File: src/rtl/brightness_pkg.sv
// Shared constants and the fixed-point scale/clamp helper for the brightness-filter output path.
package brightness_pkg;

   localparam int ACC_WIDTH_DEF = 32;
   localparam int PIX_WIDTH_DEF = 8;
   localparam int SHIFT_DEF     = 4;
   localparam int ACC_WIDTH_MAX = 64;
   localparam int PIX_WIDTH_MAX = 32;
   localparam int ACC_EXT_W     = ACC_WIDTH_MAX + 1;

   localparam logic [PIX_WIDTH_DEF-1:0] PIX_MAX = '1;

   typedef struct packed {
      logic                     sat;
      logic [PIX_WIDTH_MAX-1:0] pix;
   } scale_res_t;

   // One extra bit of headroom so the rounding add cannot wrap for any accumulator up to ACC_WIDTH_MAX.
   function automatic scale_res_t sat_scale(input logic [ACC_WIDTH_MAX-1:0] acc,
                                            input int                      shift,
                                            input int                      pix_w);
      logic [ACC_EXT_W-1:0] rnd;
      logic [ACC_EXT_W-1:0] sum;
      logic [ACC_EXT_W-1:0] p;
      logic [ACC_EXT_W-1:0] lim;
      scale_res_t           res;
      rnd     = (shift > 0) ? (ACC_EXT_W'(1) << (shift - 1)) : '0;
      sum     = {1'b0, acc} + rnd;
      p       = sum >> shift;
      lim     = (ACC_EXT_W'(1) << pix_w) - ACC_EXT_W'(1);
      res.sat = (p > lim);
      res.pix = PIX_WIDTH_MAX'(res.sat ? lim : p);
      return res;
   endfunction

endpackage

File: src/rtl/sync_fifo.sv
// Single-clock first-word-fall-through FIFO with occupancy count; push and pop together on full is allowed.
module sync_fifo #(
   parameter int WIDTH = 8,
   parameter int DEPTH = 8
) (
   input  logic                       clk,
   input  logic                       reset,
   input  logic                       wr_en,
   input  logic [WIDTH-1:0]           wr_data,
   input  logic                       rd_en,
   output logic [WIDTH-1:0]           rd_data,
   output logic                       empty,
   output logic                       full,
   output logic [$clog2(DEPTH+1)-1:0] count
);

   localparam int PTR_W = (DEPTH > 1) ? $clog2(DEPTH) : 1;
   localparam int CNT_W = $clog2(DEPTH + 1);

   logic [WIDTH-1:0] mem [DEPTH];
   logic [PTR_W-1:0] wr_ptr;
   logic [PTR_W-1:0] rd_ptr;
   logic             do_wr;
   logic             do_rd;

   function automatic logic [PTR_W-1:0] ptr_inc(input logic [PTR_W-1:0] p);
      return (p == PTR_W'(DEPTH - 1)) ? '0 : p + PTR_W'(1);
   endfunction

   assign do_rd = rd_en && !empty;
   assign do_wr = wr_en && (!full || do_rd);

   always_ff @(posedge clk) begin
      if (reset) begin
         wr_ptr <= '0;
         rd_ptr <= '0;
         count  <= '0;
         for (int i = 0; i < DEPTH; i++) mem[i] <= '0;
      end else begin
         if (do_wr) begin
            mem[wr_ptr] <= wr_data;
            wr_ptr      <= ptr_inc(wr_ptr);
         end
         if (do_rd) rd_ptr <= ptr_inc(rd_ptr);
         case ({do_wr, do_rd})
            2'b10:   count <= count + CNT_W'(1);
            2'b01:   count <= count - CNT_W'(1);
            default: ;
         endcase
      end
   end

   assign empty   = (count == '0);
   assign full    = (count == CNT_W'(DEPTH));
   assign rd_data = mem[rd_ptr];

endmodule

File: src/rtl/systolic_output_collector.sv
// De-skews bottom-row accumulators, scales/clamps them to pixels and streams whole vectors with frame markers.
module systolic_output_collector
   import brightness_pkg::*;
#(
   parameter int COLS          = 4,
   parameter int ACC_WIDTH     = ACC_WIDTH_DEF,
   parameter int PIX_WIDTH     = PIX_WIDTH_DEF,
   parameter int SHIFT         = SHIFT_DEF,
   parameter int DEPTH         = 8,
   parameter int FRAME_VECTORS = 64
) (
   input  logic                      clk,
   input  logic                      reset,
   input  logic                      in_valid,
   input  logic [COLS*ACC_WIDTH-1:0] acc_in,
   output logic                      in_ready,
   output logic                      out_valid,
   input  logic                      out_ready,
   output logic [COLS*PIX_WIDTH-1:0] out_pixels,
   output logic                      out_last,
   output logic                      sat_flag,
   output logic                      drop_flag
);

   localparam int CNT_W  = $clog2(DEPTH + 1);
   localparam int FC_W   = (FRAME_VECTORS > 1) ? $clog2(FRAME_VECTORS) : 1;
   localparam int FIFO_W = COLS * PIX_WIDTH + 1;

   logic                      accept;
   logic                      push;
   logic                      pop;
   logic [COLS-2:0]           vld_p;
   logic [COLS*ACC_WIDTH-1:0] col_al;
   logic [COLS*PIX_WIDTH-1:0] pix_s;
   logic [COLS-1:0]           sat_s;
   logic [FC_W-1:0]           frame_cnt;
   logic                      last_s;
   logic [FIFO_W-1:0]         head;
   logic                      fifo_empty;
   logic                      fifo_full;
   logic [CNT_W-1:0]          fifo_count;
   logic                      ready_nxt;

   assign accept = in_valid && in_ready;
   assign push   = vld_p[COLS-2];
   assign pop    = out_valid && out_ready;

   // Stage 0..COLS-2: per-column delay lines; column j waits COLS-1-j cycles so all meet column COLS-1.
   for (genvar j = 0; j < COLS; j++) begin : g_col
      if (j == COLS - 1) begin : g_direct
         assign col_al[j*ACC_WIDTH +: ACC_WIDTH] = acc_in[j*ACC_WIDTH +: ACC_WIDTH];
      end else begin : g_delay
         logic [ACC_WIDTH-1:0] dly_p [COLS-1-j];
         always_ff @(posedge clk) begin
            if (reset) begin
               for (int k = 0; k < COLS - 1 - j; k++) dly_p[k] <= '0;
            end else begin
               dly_p[0] <= acc_in[j*ACC_WIDTH +: ACC_WIDTH];
               for (int k = 1; k < COLS - 1 - j; k++) dly_p[k] <= dly_p[k-1];
            end
         end
         assign col_al[j*ACC_WIDTH +: ACC_WIDTH] = dly_p[COLS-2-j];
      end
   end

   always_ff @(posedge clk) begin
      if (reset) begin
         vld_p <= '0;
      end else begin
         vld_p[0] <= accept;
         for (int k = 1; k < COLS - 1; k++) vld_p[k] <= vld_p[k-1];
      end
   end

   // Scale stage: aligned vector is rounded, shifted and clamped; the FIFO entry is its register.
   always_comb begin
      scale_res_t res;
      res   = '0;
      pix_s = '0;
      sat_s = '0;
      for (int j = 0; j < COLS; j++) begin
         res = sat_scale(ACC_WIDTH_MAX'(col_al[j*ACC_WIDTH +: ACC_WIDTH]), SHIFT, PIX_WIDTH);
         pix_s[j*PIX_WIDTH +: PIX_WIDTH] = PIX_WIDTH'(res.pix);
         sat_s[j] = res.sat;
      end
   end

   assign last_s = (frame_cnt == FC_W'(FRAME_VECTORS - 1));

   // Credits count what the FIFO will hold once everything in flight lands, including this cycle's accept.
   always_comb begin
      int credits;
      credits   = int'(fifo_count) + $countones(vld_p) + int'(accept) - int'(pop);
      ready_nxt = (credits < DEPTH);
   end

   always_ff @(posedge clk) begin
      if (reset) begin
         frame_cnt <= '0;
         sat_flag  <= 1'b0;
         drop_flag <= 1'b0;
         in_ready  <= 1'b1;
      end else begin
         if (push) frame_cnt <= last_s ? '0 : frame_cnt + FC_W'(1);
         sat_flag  <= sat_flag | (push & (|sat_s));
         drop_flag <= drop_flag | (in_valid & ~in_ready);
         in_ready  <= ready_nxt;
      end
   end

   sync_fifo #(
      .WIDTH (FIFO_W),
      .DEPTH (DEPTH)
   ) u_out_fifo (
      .clk     (clk),
      .reset   (reset),
      .wr_en   (push),
      .wr_data ({last_s, pix_s}),
      .rd_en   (pop),
      .rd_data (head),
      .empty   (fifo_empty),
      .full    (fifo_full),
      .count   (fifo_count)
   );

   assign out_valid  = !fifo_empty;
   assign out_pixels = head[COLS*PIX_WIDTH-1:0];
   assign out_last   = out_valid & head[FIFO_W-1];

   always_ff @(posedge clk) begin
      if (!reset) assert (!(push && fifo_full));
   end

endmodule

File: config.mk
export PLATFORM = sky130hd
export DESIGN_NAME = systolic_output_collector
export DESIGN_NICKNAME = d
export VERILOG_FILES = /design/src/rtl/brightness_pkg.sv /design/src/rtl/sync_fifo.sv /design/src/rtl/systolic_output_collector.sv
export SDC_FILE = /design/constraint.sdc
export NUM_CORES = 1
export LEC_CHECK = 0
export BUFFER_PORTS_ARGS = -buffer_cell sky130_fd_sc_hd__buf_2
export CAP_MARGIN = 20
export CELL_PAD_IN_SITES_DETAIL_PLACEMENT = 1
export CELL_PAD_IN_SITES_GLOBAL_PLACEMENT = 2
export CORE_ASPECT_RATIO = 1.75
export CORE_MARGIN = 10
export CORE_UTILIZATION = 44
export DETAILED_ROUTE_END_ITERATION = 8
export PLACE_DENSITY = 0.9
export RECOVER_POWER = 25
export SLEW_MARGIN = 10
export SYNTH_ARGS = -nofsm -noshare
export SYNTH_HDL_FRONTEND = slang
export SYNTH_SLANG_ARGS = --single-unit
File: constraint.sdc
create_clock -name clk -period 4.7 [get_ports clk]
set_clock_uncertainty 0.05 [all_clocks]
set_input_delay 0.705 -clock clk [delete_from_list [all_inputs] [get_ports clk]]
set_output_delay 0.705 -clock clk [all_outputs]
set_load 0.005 [all_outputs]
Word level (Yosys, flattened, before mapping) --
Memory sizes are Yosys's and may differ from the RTL's. A register that Yosys moved wholly into a read port is not among the register bits. Cells that the tools add are included.
Storage, ports and cells: input port bits 132, bits in writable memories 456, memories kept 4, output and inout bits 37, flip-flop bits (word level) 22, word-level logic and storage cells 86
Memory list:
- u_out_fifo.mem | depth 8, bits a word 33, rd ports 1, clocked after Yosys merged registers in 1, wr ports 8, line sync_fifo.sv:20 | logic [WIDTH-1:0] mem [DEPTH];
- g_col[0].g_delay.dly_p | depth 3, bits a word 32, rd ports 3, clocked after Yosys merged registers in 0, wr ports 3, line systolic_output_collector.sv:53 | logic [ACC_WIDTH-1:0] dly_p [COLS-1-j];
- g_col[1].g_delay.dly_p | depth 2, bits a word 32, rd ports 2, clocked after Yosys merged registers in 0, wr ports 2, line systolic_output_collector.sv:53
- g_col[2].g_delay.dly_p | depth 1, bits a word 32, rd ports 1, clocked after Yosys merged registers in 0, wr ports 1, line systolic_output_collector.sv:53
Operators by class: $lt $le $gt $ge 5, muxes and demuxes 26, bitwise logic cells 11, add/subtract/negate cells 14, reduce and logical (&&, ||, !) cells 12, eq/ne operators 6
Operator list (count):
- 32-bit two-way mux | 6
- 32-bit by 4-bit adder with 33-bit output, second input constant | 4
- 29-bit by 8-bit greater-than comparator with 1-bit output, second input constant | 4
- 33-bit two-way mux | 1
- 33-bit OR reduction | 1
- 8-bit two-way mux | 4
- 32-bit OR reduction | 1
- 3-bit two-way mux | 5
- 1-bit two-way mux | 8
- 4-bit case mux with 2 select lines | 1
- 7-bit by 5-bit < comparator with 1-bit output, second input constant | 1
- 1-bit bitwise OR | 7
- 6-bit by 1-bit subtractor with 7-bit output | 1
- 3-bit by 1-bit adder with 3-bit output, second input constant | 2
- 5-bit by 1-bit adder with 6-bit output | 1
- 6-bit by 1-bit adder with 6-bit output, second input constant | 1
- 3-bit == test, second input constant | 2
- 6-bit == test, second input constant | 1
- 6-bit two-way mux | 1
- 4-bit by 3-bit adder with 5-bit output | 1
- 4-bit by 1-bit adder with 4-bit output, second input constant | 1
- 4-bit == test, second input constant | 1
- 1-bit logical AND | 4
- 4-bit logical NOT | 1
- 11 further kinds | 14

Depth between registers and ports, before layout --
depth after elaboration 11, mapped depth 15, gate-level depth less buffers 15

By module --
A second synthesis with hierarchy kept.
Second synthesis, totals: cell total of the unflattened synthesis 1693, area, all modules 20307.0 µm²
Modules (own cells, without submodules):
- sync_fifo | area an instance 12354.3 µm², cells each 841, times used 1, seq. area each 8187.9 µm²
- systolic_output_collector | area an instance 7952.6 µm², cells each 852, times used 1, seq. area each 3723.6 µm²

Worst setup path before layout --
No wires, ideal clock.
kind input-to-reg, from input acc_in[111], to memory u_out_fifo.mem[0][25] (netlist name), data pin, cell stages on the path 9, path buffers 1, path slack 1.479 ns, data required time 4.379 ns, arrival 2.900 ns, library setup time 0.271 ns, cells stage by stage clkbuf_1 nand4_1 nor4_1 nand4_1 xnor2_1 a2111oi_0 nand3_1 a21oi_1 nor2_1
RTL lines:
- from (decl) | line systolic_output_collector.sv:15 | input logic [COLS*ACC_WIDTH-1:0] acc_in,
- to (decl) | line sync_fifo.sv:20

==> results.py <==
metrics = {
    "clocking": {
        "cts_buffer_depth": 3,
        "clock-root-buffer": "clkbuf_16",
        "cts_tree": "built",
        "postCtsHoldBufs": 0,
        "clock-sinks": 463,
        "clk_pin_slew_worst_paths_ns": 0.07,
        "numCtsBuffers": 42,
        "clock_latency_ns": 0.56,
        "cts_resized": 0,
        "post_cts_buffers": 0,
        "htree_levels": 2,
    },
    "floorplanning": {
        "rows": 102,
        "core_area_sq_um": 44200,
        "initial_core_util_pct": 44.3,
        "die_h_um": 299,
        "die_w_um": 179,
        "die_area_sq_um": 53600,
        "io_pins": 169,
    },
    "global_routing": {
        "globalRouteOverflowTotal": 0,
        "grt_pass1_vias": 14173,
        "antenna_found_initial": 0,
        "grt_pass1_wl_mm": 78.7,
        "grt_usage_pct": 18.3,
        "grt_max_degree": 110,
    },
    "job": {
        "maxCapViolCount": 1,
    },
    "synth": {
        "synth-seq-cells": 463,
        "syn-instance-count": 1622,
        "yosysUniqueCellTypes": 66,
        "synthFlopType": "edfxtp_1",
        "ys_warn_count": 0,
        "synth_area_per_cell_sq_um": 12.1,
        "ys_seq_area_share_pct": 60.9,
        "syn-num-nets": 1778,
        "synth_edf_count": 264,
        "async_reset_ff_share_pct": 0,
        "synthesis.area_sq_um": 19600,
    },
    "route": {
        "wirelength_mm": 50.2,
        "drc": 0,
        "drt-pass1-iter-count": 5,
        "via_per_inst": 5.46,
        "drt-initial-drc-count": 703,
        "vias": 12953,
        "wl_per_cell_um": 21.2,
        "ant_nets": 0,
    },
    "timing": {
        "rsz0062_at_grt": "false",
        "fmax_mhz": 253,
        "setup_ws_ns": 0.748,
        "period_share_pct": 84.1,
        "post-route-min-period_ns": 3.95,
        "finalSetupViolCount": 0,
        "finalHoldViolCount": 0,
        "drv_slew": 98,
        "max_slew_margin_pct": -17.4,
        "setup-tns-final_ns": 0,
        "worstMarginPinSlew_ns": 1.76,
    },
    "pwr": {
        "pwr-share-comb_pct": 14.5,
        "power.internal_w": 0.00737,
        "p_switching_w": 0.00237,
        "seqPwrFrac_pct": 47.5,
        "swShare_pct": 24.4,
        "vdd_drop_max_mv": 0.270,
        "leakagePower_nw": 8.64,
        "clkPwrFrac_pct": 38.0,
        "power-per-cell-area_nw_per_um2": 432,
    },
    "place": {
        "postPlaceCellArea_sq_um": 21000,
        "dp_slack_ns": 0.701,
        "dp_cells": 2295,
        "gp_congestion": 0.881,
        "hpwl_mm": 32.9,
        "numPortBuffers": 156,
    },
    "outcome": {
        "status": "complete, but fails checks",
        "violations": "max-capacitance violations, max-slew violations",
    },
    "min_path": {
        "min-delay-start": "acc_in[21]",
        "min_to": "g_col[0].g_delay.dly_p[0][21]",
        "hp-class": "primary input to flop",
        "min_path_cells": 2,
    },
    "finish": {
        "nets": 1924,
        "num_antenna_cells": 0,
        "seq_area_sq_um": 11900,
        "syn_to_final_growth_pct": 15.3,
        "finalNonFillerCells": 2374,
        "fin_util_pct": 51.1,
        "fill_cells": 4753,
        "multi_input_area_sq_um": 7280,
        "drive_gt1_share_pct": 22.1,
        "final_cell_area_sq_um": 22600,
    },
    "critical_path": {
        "reg2reg_slack_ns": 0.75,
        "crit_type": "flop to flop",
        "crit_arrival_ns": 4.20,
        "r2r_start": "g_col[1].g_delay.dly_p[0][35]",
        "worstPathRequired_ns": 4.95,
        "r2r_end": "u_out_fifo.mem[0][8]",
        "cp_max_fo": 9,
        "startpoint": "g_col[1].g_delay.dly_p[0][35]",
        "cp-end-kind": "flop",
        "reg2reg_depth": 9,
        "crit_path_start_kind": "flop",
    },
}
[sequential cells by signal, indices dropped and copies added (netlist names), named ones only]
name and count:
u_out_fifo.mem 264, g_col.g_delay.dly_p 174, frame_cnt 6, u_out_fifo.count 4, u_out_fifo.rd_ptr 3, u_out_fifo.wr_ptr 3
vld_p 3, drop_flag 1, in_ready 1, sat_flag 1
[layer usage]
metal / vias up / wire length [um] / track usage (%)
met5: - / 0 / 0
met3: 105 / 2700 / 2.95
met2: 394 / 27300 / 35.0
li1: 6052 / - / -
met1: 6402 / 18500 / 19.6
met4: 0 / 1720 / 7.03
[worst max-delay path: stages, from the launching register on]
cell       delay, ns
dfxtp_1         0.35
ha_1            0.22
nand2_1         0.20
nor4_1          0.75
and4_1          0.28
nor3_1          0.06
a2111oi_0       0.43
nand4_1         0.49
nor2_1          0.73
nor2_1          0.13
[worst max-delay path by stage]
| stage | cells past startpoint | endpoint |
|---|---|---|
| after floorplan | 9 | u_out_fifo.mem[0][25] |
| after global placement | 10 | u_out_fifo.mem[4][28] |
| after detailed placement | 9 | u_out_fifo.mem[0][8] |
| after CTS | 9 | u_out_fifo.mem[2][14] |
| after global routing | 9 | u_out_fifo.mem[0][8] |
| final | 9 | u_out_fifo.mem[0][8] |
[cell type report]
class / count / share of cell area [%]
Timing Repair Buffer: 183 / 4.58
Multi-Input combinational cell: 1055 / 32.3
Sequential cell: 463 / 52.8
Inverter: 23 / 0.383
Clock inverter: 31 / 1.76
Clock buffer: 47 / 4.97
Tap cell: 572 / 3.17
[per-stage QoR]
stage / total power [W] / hold slack, ns
floorplan: 0.00564 / 0.364
global placement: 0.00610 / 0.370
detailed placement: 0.00616 / 0.375
CTS: 0.00986 / 0.271
global route: 0.0101 / 0.290
finish: 0.00974 / 0.299
[layout by cell type, fill, tap and decap left out, types with 4 or more instances in the layout]
master	netlist	final
buf_4	0	22
or3_1	14	14
and2_1	7	7
o31ai_1	7	7
bufinv_16	0	8
dfxtp_1	199	196
buf_2	4	152
mux2i_1	12	12
ha_1	22	22
nand2_1	56	56
a2111oi_0	7	7
clkbuf_16	0	43
nand3_1	39	39
clkbuf_1	68	4
nor3_1	24	24
or2_2	14	14
o21ai_0	14	14
and4_1	6	6
a21oi_1	23	23
inv_1	23	23
clkinv_2	0	10
xnor2_1	21	21
a31oi_1	8	8
nor4_1	13	13
or4_1	5	5
xor2_1	17	17
mux4_2	66	66
and3_1	17	17
nand2b_1	16	8
buf_12	0	4
edfxtp_1	264	264
a21o_1	4	4
nor2b_1	187	187
nor2_2	7	7
nand2b_2	0	8
mux2_2	34	34
nor2_1	329	329
nand4_1	27	27
[cells in the mapped netlist, drive strengths merged, types with 7 or more instances]
cell	count	area share [%]
nor2	336	6.5
edfxtp	264	41
dfxtp	199	20
nor2b	187	6.0
clkbuf	68	1.3
mux4	66	7.6
nand2	56	1.1
nand3	39	1.0
mux2	34	2.0
nand4	27	0.86
a21oi	26	0.72
nor3	24	0.61
inv	23	0.44
ha	22	1.4
xnor2	21	0.94
and3	17	0.54
xor2	17	0.76
nand2b	16	0.51
o21ai	15	0.38
or2	14	0.45
or3	14	0.45
buf	13	0.27
nor4	13	0.42
mux2i	12	0.61
a31oi	8	0.26
a2111oi	7	0.31
and2	7	0.22
o31ai	7	0.27
[kinds of logic (layout without fill, tap and decap cells)]
group / count (synthesis) / after routing / synth area share (%)
AO/OA/AOI/OAI: 107 / 107 / 3.89
XOR/XNOR: 38 / 38 / 1.70
adder cells (fa/ha/maj): 24 / 24 / 1.61
buffers and inverters: 104 / 284 / 2.02
flip-flops: 463 / 463 / 60.9
multiplexers: 112 / 112 / 10.2
AND/OR/NAND/NOR: 774 / 774 / 19.7
[power groups by stage]
stage / Sequential [W] / Clock [W] / Combinational [W]
2_1_floorplan: 0.00460 / 0 / 0.00104
3_3_place_gp: 0.00470 / 0 / 0.00140
4_1_cts: 0.00463 / 0.00379 / 0.00145
6_report: 0.00463 / 0.00370 / 0.00141
3_5_place_dp: 0.00472 / 0 / 0.00144
5_1_grt: 0.00466 / 0.00391 / 0.00156
No activity file was read; power rests on OpenSTA's default activity.
